$ cat src/rtl/fifo_arb_pkg.sv
// Shared types and widths for the FIFO push arbiter.
package fifo_arb_pkg;

    localparam int unsigned DATA_W = 8;
    localparam int unsigned CNT_W  = 16;

    typedef enum logic [1:0] {
        StIdle  = 2'd0,
        StGrant = 2'd1,
        StLock  = 2'd2
    } arb_state_e;

endpackage

$ cat src/rtl/rr_pick.sv
// Combinational round-robin picker: searches upward from ptr_i+1, wrapping, and returns
// the first requester as both a one-hot vector and an index.
module rr_pick #(
    parameter int unsigned NumReq = 4
) (
    input  logic [NumReq-1:0]         req_i,
    input  logic [$clog2(NumReq)-1:0] ptr_i,
    output logic                      valid_o,
    output logic [NumReq-1:0]         onehot_o,
    output logic [$clog2(NumReq)-1:0] idx_o
);

    localparam int unsigned IdxW = $clog2(NumReq);

    int k;

    always_comb begin
        valid_o  = 1'b0;
        onehot_o = '0;
        idx_o    = '0;
        k        = 0;
        // Walk from farthest to nearest so the nearest requester is the last (winning) write.
        for (int i = int'(NumReq); i >= 1; i--) begin
            k = (int'(ptr_i) + i) % int'(NumReq);
            if (req_i[IdxW'(k)]) begin
                valid_o  = 1'b1;
                idx_o    = IdxW'(k);
                onehot_o = '0;
                onehot_o[IdxW'(k)] = 1'b1;
            end
        end
    end

endmodule

$ cat src/rtl/fifo_push_arbiter.sv
// Round-robin push arbiter with burst lock and occupancy tracking for a shared byte FIFO.
// Optional statistics counters are enabled by defining FIFO_ARB_STATS_EN.
module fifo_push_arbiter
    import fifo_arb_pkg::*;
#(
    parameter int unsigned NUM_REQ   = 4,
    parameter int unsigned DEPTH     = 4,
    parameter int unsigned BURST_MAX = 4
) (
    input  logic                        clk_i,
    input  logic                        rst_ni,
    input  logic [NUM_REQ-1:0]          req_i,
    input  logic [NUM_REQ-1:0]          lock_i,
    input  logic [DATA_W*NUM_REQ-1:0]   data_i,
    output logic [NUM_REQ-1:0]          gnt_o,
    input  logic                        pop_req_i,
    output logic                        pop_ack_o,
    output logic                        fifo_push_o,
    output logic [DATA_W-1:0]           fifo_data_o,
    output logic                        fifo_pop_o,
    output logic [$clog2(DEPTH+1)-1:0]  level_o,
    output logic                        full_o,
    output logic                        empty_o
`ifdef FIFO_ARB_STATS_EN
    ,
    output logic [CNT_W*NUM_REQ-1:0]    grant_cnt_o,
    output logic [CNT_W-1:0]            stall_cnt_o
`endif
);

    localparam int unsigned IdxW   = $clog2(NUM_REQ);
    localparam int unsigned LvlW   = $clog2(DEPTH + 1);
    localparam int unsigned BurstW = $clog2(BURST_MAX + 1);

    arb_state_e          state_q, state_d;
    logic [IdxW-1:0]     ptr_q, ptr_d;
    logic [BurstW-1:0]   burst_q, burst_d;
    logic [LvlW-1:0]     level_q, level_d;
    logic [NUM_REQ-1:0]  gnt_q, gnt_d;
    logic                push_q, push_d;
    logic [DATA_W-1:0]   data_q, data_d;

    logic                pick_valid;
    logic [NUM_REQ-1:0]  pick_onehot;
    logic [IdxW-1:0]     pick_idx;
    logic [LvlW-1:0]     level_no_push;
    logic                space;
    logic                lock_hold;
    logic [DATA_W-1:0]   data_arr [NUM_REQ];

    for (genvar g = 0; g < NUM_REQ; g++) begin : g_data
        assign data_arr[g] = data_i[g*DATA_W +: DATA_W];
    end

    assign pop_ack_o     = pop_req_i & (level_q != '0);
    assign level_no_push = level_q - LvlW'(pop_ack_o);
    assign space         = level_no_push < LvlW'(DEPTH);
    // While locked, ptr_q holds the locked producer.
    assign lock_hold     = (state_q == StLock) && req_i[ptr_q] && lock_i[ptr_q] &&
                           (burst_q < BurstW'(BURST_MAX));

    rr_pick #(
        .NumReq (NUM_REQ)
    ) u_pick (
        .req_i    (req_i),
        .ptr_i    (ptr_q),
        .valid_o  (pick_valid),
        .onehot_o (pick_onehot),
        .idx_o    (pick_idx)
    );

    always_comb begin
        state_d = state_q;
        ptr_d   = ptr_q;
        burst_d = burst_q;
        gnt_d   = '0;
        push_d  = 1'b0;
        data_d  = data_q;
        if (lock_hold) begin
            // Full while locked stalls here without advancing the burst.
            if (space) begin
                gnt_d[ptr_q] = 1'b1;
                push_d       = 1'b1;
                data_d       = data_arr[ptr_q];
                burst_d      = burst_q + BurstW'(1);
            end
        end else if (pick_valid && space) begin
            gnt_d  = pick_onehot;
            push_d = 1'b1;
            data_d = data_arr[pick_idx];
            ptr_d  = pick_idx;
            if (lock_i[pick_idx]) begin
                state_d = StLock;
                burst_d = BurstW'(1);
            end else begin
                state_d = StGrant;
                burst_d = '0;
            end
        end else begin
            state_d = StIdle;
            burst_d = '0;
        end
        level_d = level_q + LvlW'(push_d) - LvlW'(pop_ack_o);
    end

    always_ff @(posedge clk_i or negedge rst_ni) begin
        if (!rst_ni) begin
            state_q <= StIdle;
            ptr_q   <= '0;
            burst_q <= '0;
            level_q <= '0;
            gnt_q   <= '0;
            push_q  <= 1'b0;
            data_q  <= '0;
        end else begin
            state_q <= state_d;
            ptr_q   <= ptr_d;
            burst_q <= burst_d;
            level_q <= level_d;
            gnt_q   <= gnt_d;
            push_q  <= push_d;
            data_q  <= data_d;
        end
    end

    assign gnt_o       = gnt_q;
    assign fifo_push_o = push_q;
    assign fifo_data_o = data_q;
    assign fifo_pop_o  = pop_ack_o;
    assign level_o     = level_q;
    assign full_o      = (level_q == LvlW'(DEPTH));
    assign empty_o     = (level_q == '0);

`ifdef FIFO_ARB_STATS_EN
    logic [CNT_W-1:0] stall_cnt_q;

    for (genvar g = 0; g < NUM_REQ; g++) begin : g_stats
        logic [CNT_W-1:0] cnt_q;
        always_ff @(posedge clk_i or negedge rst_ni) begin
            if (!rst_ni) begin
                cnt_q <= '0;
            end else if (gnt_d[g] && (cnt_q != '1)) begin
                cnt_q <= cnt_q + CNT_W'(1);
            end
        end
        assign grant_cnt_o[g*CNT_W +: CNT_W] = cnt_q;
    end

    always_ff @(posedge clk_i or negedge rst_ni) begin
        if (!rst_ni) begin
            stall_cnt_q <= '0;
        end else if ((|req_i) && !space) begin
            stall_cnt_q <= stall_cnt_q + CNT_W'(1);
        end
    end

    assign stall_cnt_o = stall_cnt_q;
`endif

endmodule
$ cat config.mk
export PLATFORM = sky130hd
export DESIGN_NAME = fifo_push_arbiter
export DESIGN_NICKNAME = d
export VERILOG_FILES = /design/src/rtl/fifo_arb_pkg.sv /design/src/rtl/rr_pick.sv /design/src/rtl/fifo_push_arbiter.sv
export SDC_FILE = /design/constraint.sdc
export NUM_CORES = 1
export LEC_CHECK = 0
export BUFFER_PORTS_ARGS = -buffer_cell sky130_fd_sc_hd__buf_2
export CAP_MARGIN = 10
export CORE_MARGIN = 5
export CORE_UTILIZATION = 46
export DETAILED_ROUTE_END_ITERATION = 10
export MAX_ROUTING_LAYER = met4
export PLACE_DENSITY = 0.76
export SLEW_MARGIN = 15
export SYNTH_ARGS = -nofsm -noshare
export SYNTH_HDL_FRONTEND = slang
export SYNTH_SLANG_ARGS = --single-unit
$ cat constraint.sdc
create_clock -name clk_i -period 4.2 [get_ports clk_i]
set_input_delay 0.84 -clock clk_i [delete_from_list [all_inputs] [get_ports clk_i]]
set_output_delay 0.84 -clock clk_i [all_outputs]
set_load 0.005 [all_outputs]
==> results.ini <==
[grt]
grt_usage_pct=20.48
grt_max_degree=32
grt_first_pass_wirelength_um=10280
grt_pass1_vias=2158
antenna_found_initial=0
grt_overflow_total=0

[clock_network]
clock_path_buffers=2
clk_pin_slew_worst_paths_ns=0.09
clk_latency_ns=0.27
numCtsBuffers=3
postCtsHoldBufs=0
root_buffer=clkbuf_8
cts_tree=done
cts_resized=0
cts_sinks=23
cts_post_setup_buffers_inserted=0
htree_levels=1

[cells_and_area]
fin_cells=368
diodes=0
fin_area_mm2=0.002620
area_delta_synth_final_pct=16.85
final_layout_size_suffix_gt1_share_pct=29.57
nets=357

[synth]
yosysSeqAreaShare_pct=25.67
synth_ff_type=dfrtp_1
synth_edf_count=0
ys_warn_count=0
syn-num-nets=303
syn_inst=248
synthDistinctLibCells=49
yosys.area.top_type=dfrtp_1
synthTopCellsByArea=dfrtp_1 (26%), mux4_2 (12%), o221ai_1 (6.6%)
synth-async-reset-ratio_pct=100.0
ys_seq_elements=23
netlist_area_mm2=0.002242
synth_top_area_share_pct=25.67
synth_area_per_cell_um2=9.041

[route]
drt-initial-drc-count=163
antenna_left=0
route.detailed.wl_per_inst_um=16.88
vias_per_cell=6.158
num_vias=2266
drtPass1Iterations=5
routed_wl_um=6210
drc_errors=0

[critical_path]
critical_path_class=reg -> reg
r2r_slack_ns=1.14
worstPathMaxFanout=11
r2r-start=ptr_q[0]$_DFFE_PN0P_
arrival_ns=3.22
endpoint_kind=flip-flop
setup.worst_path.start_class=flip-flop
startpoint=ptr_q[0]$_DFFE_PN0P_
crit_required_ns=4.36

[die]
dieWidth_um=79.82
dieArea_mm2=0.006370
die_h_um=79.82
core_area_mm2=0.004723
pin_count=63
rows=25
start_util_pct=47.47

[sta]
slew_headroom_pct=52.38
rsz0062_at_grt=false
skew_ns=0.009888
tns_ns=0
worst_pin_slew_ns=0.7143
fmax_mhz=326.7
fin_crit_sh_pct=72.89
hold_violations=0
report.final.slew_viol_count=0
final-setup-viol-count=0
timing.final.crit_period_ns=3.061

[power]
ir_drop_v=0.0003639
powerDensity_mw_per_mm2=856.8
leakage_nw=1.146

[place]
dp_hpwl_um=4652
placedCellCount=364
io_buffers=62
gp_congestion=0.9079
place_area_mm2=0.002574

[hold_path]
holdCritPathClass=in -> async

[outcome]
status=completed

[flow_run]
maxCapViolations=0

[stage by stage]
step / setup WS, ns / utilization [%] / hold WS, ns / total power [W]
detailed placement: 1.138 / 54.49 / 0.5295 / 0.002095
CTS: 1.162 / 55.47 / 0.5412 / 0.002239
finish: 1.139 / 55.47 / 0.5283 / 0.002245
global route: 0.9696 / 55.47 / 0.5746 / 0.002444
floorplan: 0.8878 / - / 0.5016 / 0.001698
global placement: 1.181 / 54.49 / 0.5120 / 0.002058
[cell type report]
type | count | area (um^2)
Fill cell | 435 | 2103
Multi-Input combinational cell | 204 | 1567
Sequential cell | 23 | 575.6
Timing Repair Buffer | 64 | 325.3
Tap cell | 67 | 83.83
Clock buffer | 3 | 41.29
Inverter | 6 | 22.52
Clock inverter | 1 | 5.005
[where the power goes]
| part | leakage [nW] | switching [W] | internal [W] | total (W) |
|---|---|---|---|---|
| clock | 0.0255 | 0.0000751 | 0.0000664 | 0.000141 |
| combinational | 0.843 | 0.000999 | 0.000706 | 0.00170 |
| sequential | 0.277 | 0.0000687 | 0.000330 | 0.000398 |
[cells in the mapped netlist, types with 2 or more instances]
cell type  count
mux2i_1        6
a31oi_1        2
inv_1          5
o21ai_0       11
nand2_1       17
and2_1         5
nor2_1        25
a21o_1         2
or4b_1         7
nor3_1         9
dfrtp_1       23
and3_1         3
nand2b_1       2
buf_6          2
o22ai_1        2
a21oi_1       24
a31o_1         2
a211oi_1       2
xnor2_1        3
clkbuf_1       9
o221ai_1      17
o31a_1         2
nand3_1       10
or3_1          2
nor2b_1        4
ha_1          11
mux4_2        12
nor3b_1        3
buf_2          2
mux2_2         3
o211ai_1       3
[cell usage in the layout (no fill, tap or decap), types with 3 or more instances in the layout]
cell,n
and2_1,5
dfrtp_1,23
nand2_1,17
o211ai_1,3
xnor2_1,3
nor3b_1,3
or4b_1,7
nor2b_1,4
ha_1,11
nor2_1,25
inv_1,5
clkbuf_8,3
nand3_1,10
o221ai_1,17
a21oi_1,24
o21ai_0,11
mux2i_1,6
mux2_2,3
nor3_1,9
mux4_2,12
and3_1,3
buf_2,62
[final timing paths]
| kind | end | depth (start not counted) |
|---|---|---|
| max reg2reg | state_q[1]$_DFFE_PN0N_ | 8 |
| max | state_q[1]$_DFFE_PN0N_ | 8 |
| max in group asynchronous | level_o[0]$_DFF_PN0_ | 1 |
| min in group clk_i | burst_q[1]$_DFFE_PN0P_ | 2 |
| min | fifo_data_o[2]$_DFFE_PN0P_ | 1 |
| min reg2reg | burst_q[1]$_DFFE_PN0P_ | 2 |
[registers in the layout, summed over array words and instances, names as in the netlist]
register and count:
gnt_o 4, ptr_q 2, fifo_push_o 1, burst_q 3, level_o 3, state_q 2
fifo_data_o 8
[logic make-up after synthesis]
logic type	synth area share, %
simple gates	21.15
xor+xnor	1.172
flops	25.67
compound gates	23.27
buf+inv	4.464
mux	17.24
fa+ha+maj	7.031
[per-layer routing]
layer | up-vias | part of all wire (%) | track usage (%)
met1 | 1081 | 42 | 26.27
met2 | 106 | 49 | 33.64
met4 | 0 | 1.2 | 4.899
met3 | 12 | 7.2 | 3.837
met5 | - | 0 | -
li1 | 1067 | - | -
[worst max-delay path, cell delays in order, from the launching register on]
cell and delay, ns:
dfrtp_1 0.35, inv_1 0.16, ha_1 0.62, mux4_2 0.49
o21ba_1 0.26, or3_1 0.49, a31oi_1 0.22, nand2_1 0.12
a31o_1 0.23
Power figures use the tool's default switching activity.
